`config.mk`:
```
export PLATFORM = sky130hd
export DESIGN_NAME = bus_arbiter_rr6
export DESIGN_NICKNAME = d
export VERILOG_FILES = /design/src/rtl/bus_arbiter_rr6.sv
export SDC_FILE = /design/constraint.sdc
export NUM_CORES = 1
export LEC_CHECK = 0
export ABC_AREA = 1
export CORE_ASPECT_RATIO = 0.75
export CORE_MARGIN = 1.5
export CORE_UTILIZATION = 30
export CTS_CLUSTER_SIZE = 14
export DETAILED_ROUTE_END_ITERATION = 10
export SYNTH_ARGS = -nofsm -noshare
export SYNTH_HDL_FRONTEND = slang
export SYNTH_SLANG_ARGS = --single-unit
```
`constraint.sdc`:
```
create_clock -name clk -period 2.4 [get_ports clk]
set_input_delay 0.72 -clock clk [delete_from_list [all_inputs] [get_ports clk]]
set_output_delay 0.72 -clock clk [all_outputs]
set_load 0.1 [all_outputs]
```
`src/rtl/bus_arbiter_rr6.sv`:
```
// bus_arbiter_rr6: round-robin owner of a shared 16-bit bus mux with hold limit and one-cycle turnaround gap.
// Optional macro ARB_LOCK_EN: owner-held lock suspends the hold limit while the owner keeps requesting.
module bus_arbiter_rr6 #(
    parameter int NUM_REQ   = 6,
    parameter int MAX_HOLD  = 8,
    parameter int CNT_WIDTH = 8
) (
    input  logic       clk,
    input  logic       reset,
    input  logic [5:0] req,
    input  logic       lock,
    output logic [5:0] grant,
    output logic [2:0] sel,
    output logic       busy,
    output logic       expired
);

    typedef enum logic [1:0] {
        ST_IDLE = 2'b00,
        ST_OWN  = 2'b01,
        ST_GAP  = 2'b10
    } state_t;

    localparam logic [5:0]           REQ_MASK_C = 6'((7'd1 << NUM_REQ) - 7'd1);
    localparam logic [CNT_WIDTH-1:0] MAX_HOLD_C = CNT_WIDTH'(MAX_HOLD);
    localparam logic [CNT_WIDTH-1:0] CNT_ONE_C  = CNT_WIDTH'(1);

    function automatic logic [5:0] onehot6(input logic [2:0] idx);
        logic [5:0] v;
        case (idx)
            3'd0:    v = 6'b000001;
            3'd1:    v = 6'b000010;
            3'd2:    v = 6'b000100;
            3'd3:    v = 6'b001000;
            3'd4:    v = 6'b010000;
            3'd5:    v = 6'b100000;
            default: v = 6'b000000;
        endcase
        return v;
    endfunction

    function automatic logic [2:0] next_idx(input logic [2:0] k);
        logic [2:0] n;
        if (k >= 3'(NUM_REQ - 1)) begin
            n = 3'd0;
        end else begin
            n = k + 3'd1;
        end
        return n;
    endfunction

    state_t               state_r, state_s;
    logic [CNT_WIDTH-1:0] cnt_r, cnt_s;
    logic [2:0]           ptr_r, ptr_s;
    logic [5:0]           grant_r, grant_s;
    logic [2:0]           sel_r, sel_s;
    logic                 busy_r, busy_s;
    logic                 expired_r, expired_s;

    logic [5:0] req_m_s;
    logic       owner_req_s;
    logic       lock_hold_s;
    logic       win_found_s;
    logic [2:0] win_idx_s;
    logic [3:0] scan_s;

    assign req_m_s     = req & REQ_MASK_C;
    assign owner_req_s = |(req_m_s & grant_r);

`ifdef ARB_LOCK_EN
    assign lock_hold_s = lock;
`else
    assign lock_hold_s = lock & 1'b0;
`endif

    // Rotating priority scan: first masked request at or above the pointer, wrapping at NUM_REQ.
    always_comb begin
        win_found_s = 1'b0;
        win_idx_s   = 3'd0;
        scan_s      = 4'd0;
        for (int i = 0; i < NUM_REQ; i++) begin
            scan_s = {1'b0, ptr_r} + 4'(i);
            if (scan_s >= 4'(NUM_REQ)) begin
                scan_s = scan_s - 4'(NUM_REQ);
            end else begin
                scan_s = scan_s;
            end
            if (!win_found_s && req_m_s[scan_s[2:0]]) begin
                win_found_s = 1'b1;
                win_idx_s   = scan_s[2:0];
            end else begin
                win_found_s = win_found_s;
            end
        end
    end

    // Next-state and next-output logic; sel only moves on a new grant so the mux never switches mid-transfer.
    always_comb begin
        state_s   = state_r;
        cnt_s     = cnt_r;
        ptr_s     = ptr_r;
        grant_s   = grant_r;
        sel_s     = sel_r;
        busy_s    = busy_r;
        expired_s = 1'b0;
        case (state_r)
            ST_IDLE: begin
                if (win_found_s) begin
                    state_s = ST_OWN;
                    grant_s = onehot6(win_idx_s);
                    sel_s   = win_idx_s;
                    busy_s  = 1'b1;
                    cnt_s   = CNT_ONE_C;
                end else begin
                    grant_s = 6'b000000;
                    busy_s  = 1'b0;
                end
            end
            ST_OWN: begin
                if (!owner_req_s) begin
                    state_s = ST_GAP;
                    grant_s = 6'b000000;
                    busy_s  = 1'b0;
                    ptr_s   = next_idx(sel_r);
                    cnt_s   = '0;
                end else if (lock_hold_s) begin
                    if (cnt_r < MAX_HOLD_C) begin
                        cnt_s = cnt_r + CNT_ONE_C;
                    end else begin
                        cnt_s = cnt_r;
                    end
                end else if (cnt_r >= MAX_HOLD_C) begin
                    state_s   = ST_GAP;
                    grant_s   = 6'b000000;
                    busy_s    = 1'b0;
                    ptr_s     = next_idx(sel_r);
                    cnt_s     = '0;
                    expired_s = 1'b1;
                end else begin
                    cnt_s = cnt_r + CNT_ONE_C;
                end
            end
            ST_GAP: begin
                state_s = ST_IDLE;
                grant_s = 6'b000000;
                busy_s  = 1'b0;
            end
            default: begin
                state_s = ST_IDLE;
                grant_s = 6'b000000;
                busy_s  = 1'b0;
                cnt_s   = '0;
            end
        endcase
    end

    // State and registered outputs; reset drops ownership at once without a gap or expiry pulse.
    always_ff @(posedge clk) begin
        if (reset) begin
            state_r   <= ST_IDLE;
            cnt_r     <= '0;
            ptr_r     <= 3'd0;
            grant_r   <= 6'b000000;
            sel_r     <= 3'b000;
            busy_r    <= 1'b0;
            expired_r <= 1'b0;
        end else begin
            state_r   <= state_s;
            cnt_r     <= cnt_s;
            ptr_r     <= ptr_s;
            grant_r   <= grant_s;
            sel_r     <= sel_s;
            busy_r    <= busy_s;
            expired_r <= expired_s;
        end
    end

    assign grant   = grant_r;
    assign sel     = sel_r;
    assign busy    = busy_r;
    assign expired = expired_r;

endmodule
```
# [Word level (Yosys, flattened, before mapping)]
# Cells that the tools add are included.
[word_totals] reg_bits=24 in_bits=9 out_inout_bits=11 elab_cells=117
[classes] add_sub_neg=13 magnitude_cmp=14 n_eq_ne=10 mux=51 n_bitwise=4 n_reduce_logical=18
[op_table] operator="3-bit two-way mux" count=15
[op_table] operator="6-bit one-hot mux with 6 select lines" count=1
[op_table] operator="3-bit by 4-bit < comparator with 1-bit output (second input constant)" count=6
[op_table] operator="8-bit two-way mux" count=3
[op_table] operator="8-bit one-hot mux with 3 select lines" count=1
[op_table] operator="4-bit by 3-bit greater-or-equal comparator with 1-bit output (second input constant)" count=5
[op_table] operator="1-bit binary-select mux with 3-bit select" count=6
[op_table] operator="6-bit two-way mux" count=3
[op_table] operator="3-bit subtractor (second input constant)" count=6
[op_table] operator="1-bit two-way mux" count=16
[op_table] operator="6-bit one-hot mux with 2 select lines" count=1
[op_table] operator="3-bit by 2-bit adder with 4-bit output (second input constant)" count=2
[op_table] operator="3-bit by 3-bit adder with 4-bit output (second input constant)" count=2
[op_table] operator="8-bit by 1-bit adder with 8-bit output (second input constant)" count=1
[op_table] operator="8-bit by 4-bit greater-or-equal comparator with 1-bit output (second input constant)" count=1
[op_table] operator="2-bit AND reduction" count=4
[op_table] operator="6-bit AND" count=1
[op_table] operator="3-bit by 2-bit equality test with 1-bit output (second input constant)" count=2
[op_table] operator="3-bit equality test (second input constant)" count=2
[op_table] operator="3-bit greater-or-equal comparator (second input constant)" count=2
[op_table] operator="2-bit two-way mux" count=3
[op_table] operator="6-bit OR reduction" count=1
[op_table] operator="1-bit logical AND" count=5
[op_table] operator="1-bit logical NOT" count=5
[op_table] operator="other kinds (14)" count=16

# [Logic depth before layout (Yosys ltp)]
[logic_depth] ltp_word=24 mapped_depth=23 ltp_nobuf=21

# [Worst setup path after synthesis]
# OpenSTA, ideal clock, no wires.
[synth_path] path_type="register to register" from="register ptr_r[0]" to="register cnt_r[2]" setup_ns=0.120 t_arrival_ns=2.410 t_required_ns=2.280 slack_ns=-0.130 stages_incl_launch_ff=21 n_path_buf=2 period_less_slack_ns=2.530 path_cell_list="dfxtp_1 buf_6 buf_6 inv_1 ha_1 inv_2 nand3_1 nand2_1 inv_2 nand2_2 nand2_4 nand2_1 nand2_1 nand3_1 nand3_2 nor2_4 nand3_2 nand2_1 nand2_2 a21o_1 nor3b_2"
[synth_via] elab_chain_cells=22 elab_cells_between_ends=53 classes_between="add/sub (11); order compare (6); eq/ne (1); mux (24); reduce/logical (11)"
[synth_lines] item="start, declared" line="54" rtl="logic [2:0] ptr_r, ptr_s;"
[synth_lines] item="start signal, assigned" line="170" rtl="ptr_r <= ptr_s;"
[synth_lines] item="parallel branches: the longest is 19 deep, another holds 3-bit by 1-bit adder with 4-bit output"
[synth_lines] item="1-bit two-way mux (*)" line="88" rtl="if (!win_found_s && req_m_s[scan_s[2:0]]) begin"
[synth_lines] item="2-bit != test (no line) (*)"
[synth_lines] item="2-bit AND reduction (no line) (*)"
[synth_lines] item="end signal, assigned" line="169" rtl="cnt_r <= cnt_s;"
[synth_lines] item="end, declared" line="53" rtl="logic [CNT_WIDTH-1:0] cnt_r, cnt_s;"
# Mark *: on every way between the ends. The select of a mux whose other input is x is not followed.
# A chain may end at the register's enable or synchronous reset.

# [Worst setup path in the final report]
[layout_path] from="register ptr_r[1]" to="register cnt_r[2]"
# Same word-level chain as after synthesis.

==> results.md <==
* First-pass GRT wire length at around 8.7 mm
* Wire per inst at 11.6 um
* Shortest period the worst path allows at 2.41 ns
* Cell area after synthesis at 0.00199 mm^2
* Final layout net count at slightly below 400
* Critical path type: reg -> reg
* Sequential area share after synthesis at 24.2%
* Clock transition at the registers of the reported paths at around 0.09 ns
* Cell count after synthesis at between 300 and 400
* Met3 Usage GRT at about 2.9%
* EDFF count, synth at 0
* Required time worst endpoint at 2.57 ns
* Worst Setup EP: cnt_r[2]$_SDFFE_PP0P_
* Routing usage on met1 at 22.6%
* Count of buffers from port buffering at 18
* Maximum net fanout on the critical path at 6
* Type of element capturing the critical path: flop
* Total count of hold-check failures in the final report at 0
* Total congestion overflow after global routing at 0
* Gpl congestion at between 0.8 and 0.9
* RR Startpoint: ptr_r[1]$_SDFFE_PP0P_
* Number of endpoints failing setup at the final stage at 1
* Maximum achievable frequency at 414 MHz
* Maximum number of pins on one net before global-route repair at 18
* Count of state elements after synthesis at 24
* RSZ-0062 raised after global routing: true
* Number of max-slew violations in the final report at 0
* Final non-filler cell area at around 0.0029 mm^2
* Met2 Use GR at between 20% and 30%
* Post-cts hold buffer count at 0
* R2R cell count at 17
* Rel. slew slack at about three quarters
* Dpl hpwl at 4.06 mm
* Starting density of the core at 31.3%
* Launch instance of the worst min-delay path: cnt_r[7]$_SDFFE_PP0P_
* Count of routing violations after the opening detailed-route iteration at 96
* Filler cell count in the final layout at approximately 650
* Maximum capacitance violations at 0
* Area growth syn-to-layout at 44.6%
* Final antenna-violating net count at 0
* H-tree lvl count at 1
* Commonest register cell after synthesis: sky130_fd_sc_hd__dfxtp_1
* Antenna violations before repair at 0
* Data arrival time of the critical path at 2.59 ns
* Number of sinks driven by the clock tree at 24
* Share of synthesized registers carrying an async set or reset at 0%
* Number of ports placed on the die boundary at 20
* Area taken by flip-flops and latches at between 400 and 500 um^2
* Core box area at 0.00635 mm^2
* Overall global routing resource usage at 15.0%
* Worst-Margin Slew at approximately 0.38 ns
* Die area at between 0.007 and 0.008 mm^2
* Area after detailed placement at approximately 0.0025 mm^2
* Final critical-path share of the clock period at 101%
* Setup skew after layout at 0.00837 ns
* First-pass iteration count of the detailed router at 4
* Clock latency on the worst-skew pair at around 0.27 ns
* Ys Warns at 0
* Outcome: finished, violations left
* Net Count, Synth at 333
* Root buffer selected by CTS: sky130_fd_sc_hd__clkbuf_8
* Via density per instance at ~4.6
* Internal reg-to-reg setup slack at -0.01 ns
* Vert. Die Dim at ~73 um
* Critical path origin: ptr_r[1]$_SDFFE_PP0P_
* Startpoint type of the worst setup path: flop
* Num CTS Buffers at 3
* Width of the chip at 96.9 um
* Syn_area_per_cell at 6.34 um^2
* DRT Wirelength at between 5 and 6 mm
* FP Rows at 25
* N_diodes at 0
* Failing checks: setup timing
* Endpoint of the worst-slack reg-to-reg timing path: cnt_r[2]$_SDFFE_PP0P_
* Remaining DRCs at 0
* Clock tree from TritonCTS: yes
* Maximum number of buffers from clock root to sink at 2
* Via count of the first global-routing pass at between 1500 and 2000
* Type of the tightest min-delay check: reg -> reg
* Worst setup margin at -0.0135 ns
* Number of library cell types mapped by synthesis at 35
* Area of the multi-input gates at roughly 0.0015 mm^2
* Via count at approximately 2100
* Share of cells above drive strength 1 at roughly 38%
* Grt peak-use layer: met1
-- per-layer routing --
layer | up-vias | part of all wire (%) | wire length, um
met2 | 35 | 39 | 2030
met5 | - | 0 | 0
li1 | 1122 | - | -
met4 | 0 | 0.67 | 35
met3 | 5 | 4.8 | 251
met1 | 911 | 56 | 2940
-- logic make-up after synthesis --
family,after synthesis,synth area share [%]
xor gates and xnor gates,1,0.441
adders and majority gates,11,6.93
buffers and inverters,57,11.5
AOI/OAI and AO/OA,46,14.7
DFF,24,24.2
and+or+nand+nor,174,42.2
-- stage by stage --
stage	hold WS (ns)	instances	TNS (ns)	utilization, %	setup slack, ns
floorplan	0.417	313	-0.0167	-	-0.0167
global placement	0.427	442	-5.87	39.2	-0.377
detailed placement	0.431	442	-6.70	39.2	-0.462
CTS	0.445	451	-0.00364	42.1	-0.00364
global route	0.470	454	-1.68	45.2	-0.149
finish	0.441	454	-0.0135	45.2	-0.0135
-- what timing repair did --
item	4_1_cts	5_1_grt
endpoints found under the setup margin	17	19
setup buffers	5	3
resized for setup	27	40
pin swaps	15	16
-- area by class of cell --
class	instances	area share (%)
Inverter	53	7.19
Tap cell	81	3.53
Clock inverter	1	1.05
Clock buffer	3	1.44
Multi-Input combinational cell	232	52.9
Timing Repair Buffer	60	17.0
Sequential cell	24	16.9
-- registers in the layout, summed over array words and instances, names as in the netlist --
signal,cells
cnt_r,8
expired,1
sel,3
state_r,2
grant,6
ptr_r,3
busy,1
-- worst min-delay path by stage --
stage	end	slack (ns)	depth (start not counted)
after detailed placement	cnt_r[7]$_SDFFE_PP0P_	0.43	2
after global placement	cnt_r[7]$_SDFFE_PP0P_	0.43	2
final	cnt_r[7]$_SDFFE_PP0P_	0.44	2
after global routing	cnt_r[6]$_SDFFE_PP0P_	0.47	2
after floorplan	cnt_r[7]$_SDFFE_PP0P_	0.42	2
after CTS	cnt_r[6]$_SDFFE_PP0P_	0.44	2
-- synth_stat cells (all sizes together), types with 5 or more instances --
master	instances	area, um^2
nor3	5	30.0
nor2	27	126
nand2	99	409
nand3	32	195
a21oi	18	101
ha	11	138
o21ai	17	100
nand4	8	50.1
dfxtp	24	480
inv	53	199
-- critical path, stage by stage (launching register included) --
cell                      delay (ns)
sky130_fd_sc_hd__dfxtp_2        0.36
sky130_fd_sc_hd__inv_4          0.06
sky130_fd_sc_hd__buf_12         0.12
sky130_fd_sc_hd__ha_4           0.30
sky130_fd_sc_hd__inv_4          0.06
sky130_fd_sc_hd__buf_4          0.14
sky130_fd_sc_hd__nand3_1        0.07
sky130_fd_sc_hd__o21ai_1        0.09
sky130_fd_sc_hd__inv_1          0.08
sky130_fd_sc_hd__nand3_1        0.09
sky130_fd_sc_hd__nand2_2        0.08
sky130_fd_sc_hd__inv_2          0.06
sky130_fd_sc_hd__nor2_4         0.18
sky130_fd_sc_hd__nand3_2        0.14
sky130_fd_sc_hd__nand2_2        0.11
sky130_fd_sc_hd__nand2_4        0.08
sky130_fd_sc_hd__a21o_1         0.16
sky130_fd_sc_hd__nor3b_2        0.14
-- cells in the final DEF (no fill, tap or decap), types with 2 or more instances in the layout --
cell type / n
sky130_fd_sc_hd__nand2_1: 75
sky130_fd_sc_hd__buf_4: 48
sky130_fd_sc_hd__inv_1: 36
sky130_fd_sc_hd__dfxtp_1: 21
sky130_fd_sc_hd__nand3_1: 20
sky130_fd_sc_hd__nor2_1: 20
sky130_fd_sc_hd__a21oi_1: 15
sky130_fd_sc_hd__nand2_2: 15
sky130_fd_sc_hd__inv_2: 14
sky130_fd_sc_hd__nand4_1: 8
sky130_fd_sc_hd__nand3_2: 7
sky130_fd_sc_hd__nand2_4: 7
sky130_fd_sc_hd__o21ai_0: 7
sky130_fd_sc_hd__ha_1: 6
sky130_fd_sc_hd__dlygate4sd2_1: 6
sky130_fd_sc_hd__o21ai_2: 5
sky130_fd_sc_hd__nand3_4: 5
sky130_fd_sc_hd__nor2_2: 4
sky130_fd_sc_hd__nor3_1: 4
sky130_fd_sc_hd__ha_4: 4
sky130_fd_sc_hd__buf_6: 4
sky130_fd_sc_hd__inv_4: 3
sky130_fd_sc_hd__o21ai_1: 3
sky130_fd_sc_hd__nor2_4: 3
sky130_fd_sc_hd__a21oi_2: 3
sky130_fd_sc_hd__clkbuf_8: 3
sky130_fd_sc_hd__o21ai_4: 2
sky130_fd_sc_hd__nand2_8: 2
sky130_fd_sc_hd__o211ai_1: 2
sky130_fd_sc_hd__a22o_1: 2
sky130_fd_sc_hd__dfxtp_2: 2
Power is not shown: default switching activity piles up to over one toggle a cycle in this logic, so the estimate is an artifact.
